$ cat config.mk
export PLATFORM = sky130hd
export DESIGN_NAME = irq_encoder8x3
export DESIGN_NICKNAME = d
export VERILOG_FILES = /design/src/rtl/irq_encoder8x3_pkg.sv /design/src/rtl/irq_encoder8x3_prienc8x3.sv /design/src/rtl/irq_encoder8x3.sv
export SDC_FILE = /design/constraint.sdc
export NUM_CORES = 1
export LEC_CHECK = 0
export CAP_MARGIN = 40
export CORE_ASPECT_RATIO = 1.75
export CORE_MARGIN = 2
export CORE_UTILIZATION = 30
export DETAILED_ROUTE_END_ITERATION = 10
export PLACE_DENSITY = 0.65
export REMOVE_ABC_BUFFERS = 1
export SETUP_SLACK_MARGIN = 0.05
export SLEW_MARGIN = 20
export SYNTH_ARGS = -nofsm -noshare
export SYNTH_HDL_FRONTEND = slang
export SYNTH_SLANG_ARGS = --single-unit
export TNS_END_PERCENT = 5
$ cat constraint.sdc
create_clock -name clk -period 1.5 [get_ports clk]
set_input_delay 0.45 -clock clk [delete_from_list [all_inputs] [get_ports clk]]
set_output_delay 0.45 -clock clk [all_outputs]
set_load 0.01 [all_outputs]
$ cat src/rtl/irq_encoder8x3_pkg.sv
// Shared constants and state encoding for the 8-line interrupt request encoder.
package irq_encoder8x3_pkg;
  localparam int IRQ_N = 8;
  localparam int IRQ_W = 3;

  typedef enum logic {
    IRQ_IDLE    = 1'b0,
    IRQ_PRESENT = 1'b1
  } irq_state_e;
endpackage

$ cat src/rtl/irq_encoder8x3_prienc8x3.sv
// Combinational lowest-index priority encoder: bit 0 wins; all-zero input
// yields index 0 with the any flag low.
module prienc8x3
  import irq_encoder8x3_pkg::*;
(
  input  logic [IRQ_N-1:0] vec_i,
  output logic [IRQ_W-1:0] idx_o,
  output logic             any_o
);

  always_comb begin
    idx_o = '0;
    any_o = 1'b0;
    // Scan from the top so the lowest set bit is the last to assign.
    for (int i = IRQ_N - 1; i >= 0; i--) begin
      if (vec_i[i]) begin
        idx_o = IRQ_W'(i);
        any_o = 1'b1;
      end
    end
  end

endmodule

$ cat src/rtl/irq_encoder8x3.sv
// Edge-latched, maskable request encoder presenting one code at a time with a
// valid/ack handshake; the presented code is held until acknowledged.
module irq_encoder8x3
  import irq_encoder8x3_pkg::*;
#(
  parameter logic [IRQ_N-1:0] MASK_RESET = 8'hFF
) (
  input  logic             clk,
  input  logic             rst_n,
  input  logic [IRQ_N-1:0] req,
  input  logic             mask_we,
  input  logic [IRQ_N-1:0] mask_wdata,
  output logic [IRQ_N-1:0] mask,
  output logic [IRQ_N-1:0] pending,
  output logic             valid,
  output logic [IRQ_W-1:0] code,
  input  logic             ack
);

  irq_state_e       state_q, state_d;
  logic [IRQ_W-1:0] code_q, code_d;
  logic [IRQ_N-1:0] pending_q, pending_d;
  logic [IRQ_N-1:0] mask_q, mask_d;
  logic [IRQ_N-1:0] req_prev_q;

  logic [IRQ_N-1:0] rise;
  logic [IRQ_N-1:0] clr;
  logic [IRQ_N-1:0] enabled;
  logic [IRQ_W-1:0] sel;
  logic             sel_any;

  assign rise    = req & ~req_prev_q;
  assign enabled = pending_q & mask_q;
  assign clr     = (state_q == IRQ_PRESENT && ack) ? (IRQ_N'(1) << code_q) : '0;

  prienc8x3 u_prienc (
    .vec_i (enabled),
    .idx_o (sel),
    .any_o (sel_any)
  );

  // Applying the set after the clear lets a same-cycle new edge win.
  always_comb begin
    pending_d = (pending_q & ~clr) | rise;
    mask_d    = mask_we ? mask_wdata : mask_q;
  end

  always_comb begin
    state_d = state_q;
    code_d  = code_q;
    unique case (state_q)
      IRQ_IDLE: begin
        if (sel_any) begin
          state_d = IRQ_PRESENT;
          code_d  = sel;
        end
      end
      IRQ_PRESENT: begin
        if (ack) begin
          state_d = IRQ_IDLE;
          code_d  = '0;
        end
      end
      default: begin
        state_d = IRQ_IDLE;
        code_d  = '0;
      end
    endcase
  end

  always_ff @(posedge clk or negedge rst_n) begin
    if (!rst_n) begin
      state_q    <= IRQ_IDLE;
      code_q     <= '0;
      pending_q  <= '0;
      mask_q     <= MASK_RESET;
      req_prev_q <= '0;
    end else begin
      state_q    <= state_d;
      code_q     <= code_d;
      pending_q  <= pending_d;
      mask_q     <= mask_d;
      req_prev_q <= req;
    end
  end

  assign mask    = mask_q;
  assign pending = pending_q;
  assign valid   = (state_q == IRQ_PRESENT);
  assign code    = code_q;

endmodule

==> metrics.md <==
| Metric | Value |
|---|---|
| Status | `finished clean` |
| Critical Path Source Type | `flop` |
| Worst vdd ir | `about 0.53 mV` |
| Worst EP required | `1.05 ns` |
| Clock latency on the worst-skew pair | `0.27 ns` |
| CTS Buf Count | `3` |
| CP Cell Sequence | `dlygate4sd2_1` |
| Most frequent cells in the layout | `dfrtp_1 (20), clkdlybuf4s50_1 (19), buf_4 (19), o21ai_0 (12), dlygate4sd2_1 (11)` |
| Top cells by area, synth | `dfrtp_1 (44%), dfstp_2 (18%), mux2_2 (7.9%)` |
| CP Max Fanout | `3` |
| Clock transition at the registers of the reported paths | `0.08 ns` |
| PD cells | `approximately 1000 nW/µm²` |
| TNS Setup | `0 ns` |
| Syn Area/Cell | `~12 µm²` |
| RSZ-0062 raised after global routing | `true` |
| Grt total ovfl | `0` |
| IO Port Bufs | `39` |
| Pre-CTS setup slack | `-0.169 ns` |
| Std-Cell Rows | `29` |
| Die Area | `4340 µm²` |
| Largest area contributor in the netlist | `dfrtp_1` |
| Finished Layout Cells | `203` |
| Cell count after placement | `around 200` |
| H-tree depth | `1` |
| Fraction of layout cells with a size suffix above 1 | `35.0%` |
| Commonest non-fill, non-tap cell in the layout | `dfrtp_1` |
| Synth top area share | `roughly 44%` |
| Core ar. | `~3600 µm²` |
| Filler cells | `365` |
| Headroom to the max-slew limit | `83.1%` |
| Slowest stage delay, CP | `0.41 ns` |
| Crit-path leading delay family | `flip-flops` |
| Die Width | `about 51 µm` |
| Slew Limit Fails | `0` |
| Slowest library cell on the worst path | `dfrtp_1` |
| Compound-Gate Fraction of Synth Area | `between 10% and 20%` |
| Post-Synth XOR/XNOR Area | `0%` |
| Post-synthesis cell area | `1140 µm²` |
| CP arrival | `0.96 ns` |
| Vias/cell | `4.69` |
| Yosys cell types | `27` |
| YS warnings | `0` |
| CTS Root Cell | `clkbuf_8` |
| CTS Buffer Depth | `2` |
| Post-synthesis sequential area ratio | `roughly 62%` |
| Vias in the first global route | `1027` |
| P&R area growth vs syn | `54.4%` |
| Drt wl/cell | `13.4 µm` |
| Reg area | `711 µm²` |
| Worst Tran Pin Value | `between 0.2 and 0.3 ns` |
| Count of final setup violators | `0` |
| Leakage power total | `0.764 nW` |
| TritonCTS Sinks | `28` |
| DR pass1 iterations | `4` |
| Vert. Die Dim | `85.7 µm` |
| Worst clock skew | `0.0118 ns` |
| First-pass GRT wire length | `about 4500 µm` |
| Fmax | `710 MHz` |
| Ant diodes | `0` |
| MaxCap Viol Count | `0` |
| Total GRT Usage | `between 10 and 15%` |
| CTS tree | `yes` |
| CTS Hold Bufs | `0` |
| #FFs+latches synth | `28` |
| FFs w/ async S/R, synth | `100%` |
| Cells after synthesis | `94` |
| Post-layout min period | `1.41 ns` |
| I/O Pins | `40` |
| Final Cycle Share | `a little over nine tenths` |
| Antenna-violating nets left | `0` |
| Hold Fails Final Rpt | `0` |
| Placed Instance Area | `1750 µm²` |
| Finished Cell Area | `1770 µm²` |
| Initial Utilization | `31.5%` |
| Total power | `0.00185 W` |
| Critical path class | `reg -> out` |
| Largest net degree at the start of global routing | `29` |
| Adder-Cell Fraction of Synth Area | `0%` |
| Mux share of post-synthesis cell area | `7.88%` |
| Vias | `953` |
| Worst Slack Setup Final | `0.0920 ns` |
| Multi-input logic area | `approximately 400 µm²` |
| Top_reg_cell synth | `dfrtp_1` |
| Worst path bufs/invs | `1` |
| Initial DRC Count | `16` |
| Min-delay worst type | `reg -> reg` |
| Largest family of logic cells by synthesized area | `compound AO/OA/AOI/OAI gates` |
| Final nets | `178` |
| Post-synth EDFFs | `0` |
| DP HPWL | `approximately 2200 µm` |
| # DRC | `0` |
| Drt total wl | `2720 µm` |
| Simple-gate share of the synthesized area | `7.55%` |
| Initial antenna violation count | `0` |
| Critical Path End Type | `output pin` |
| Final Wtd Congestion | `0.811` |
## sequential cells by signal, indices dropped and copies added (netlist names)
name        cells
mask            8
pending         8
req_prev_q      8
code            3
valid           1
## per-layer routing
metal  GRT usage (%)  up-vias  routed length [µm]  share of wire (%)
li1                -      453                   -                  -
met1            15.0      463                 990                 36
met2            24.8       31                1560                 57
met3            1.74        6                 115                4.2
met4            7.13        0                  57                2.1
met5               0        -                   0                  0
## final timing paths
| check | end | cells after the start | slack [ns] | from |
|---|---|---|---|---|
| max in group asynchronous | mask[5]$_DFFE_PN1P_ | 2 | 0.73 | rst_n |
| worst max register to register | code[0]$_DFFE_PN0P_ | 5 | 0.15 | mask[2]$_DFFE_PN1P_ |
| worst max-delay path | pending[4] | 1 | 0.09 | pending[4]$_DFF_PN0_ |
| worst min register to register | pending[4]$_DFF_PN0_ | 1 | 0.42 | req_prev_q[4]$_DFF_PN0_ |
| worst min-delay path | pending[4]$_DFF_PN0_ | 1 | 0.42 | req_prev_q[4]$_DFF_PN0_ |
| min in group asynchronous | code[2]$_DFFE_PN0P_ | 2 | 0.52 | rst_n |
## cells in the mapped netlist, drive strengths merged (2+ instances only)
library cell / number
a21oi: 4
a22oi: 3
a32o: 2
dfrtp: 20
dfstp: 8
inv: 8
mux2: 8
nand2: 8
nand2b: 2
nand3: 2
nor2: 2
o21ai: 16
o31ai: 2
## logic make-up (layout without fill, tap and decap cells)
family / after synthesis / count (layout)
AO/OA/AOI/OAI: 32 / 32
AND/OR/NAND/NOR: 17 / 17
buffers and inverters: 9 / 72
multiplexers: 8 / 8
flip-flops: 28 / 28
## layout make-up
cell class	instances	share of cell area [%]
Timing Repair Buffer	60	29.4
Tap cell	46	3.26
Multi-Input combinational cell	57	22.8
Sequential cell	28	40.3
Clock buffer	4	2.55
Inverter	8	1.70
## report_power, final
group / switching (W) / internal (W)
Clock: 0.000223 / 0.000190
Combinational: 0.000256 / 0.000292
Sequential: 0.0000374 / 0.000847
Total: 0.000517 / 0.00133
## metrics by stage
stage	hold WS [ns]	utilization, %
2_1_floorplan	0.154	-
3_3_place_gp	0.402	48.1
3_5_place_dp	0.407	48.1
4_1_cts	0.420	48.5
5_1_grt	0.437	48.7
6_report	0.420	48.7
## what timing repair did
action                                  in CTS  in global routing
endpoints found under the setup margin      20                  4
setup buffers                                3                  0
gates resized for setup                     44                  3
Note: power is estimated with default switching activity, not from simulation.
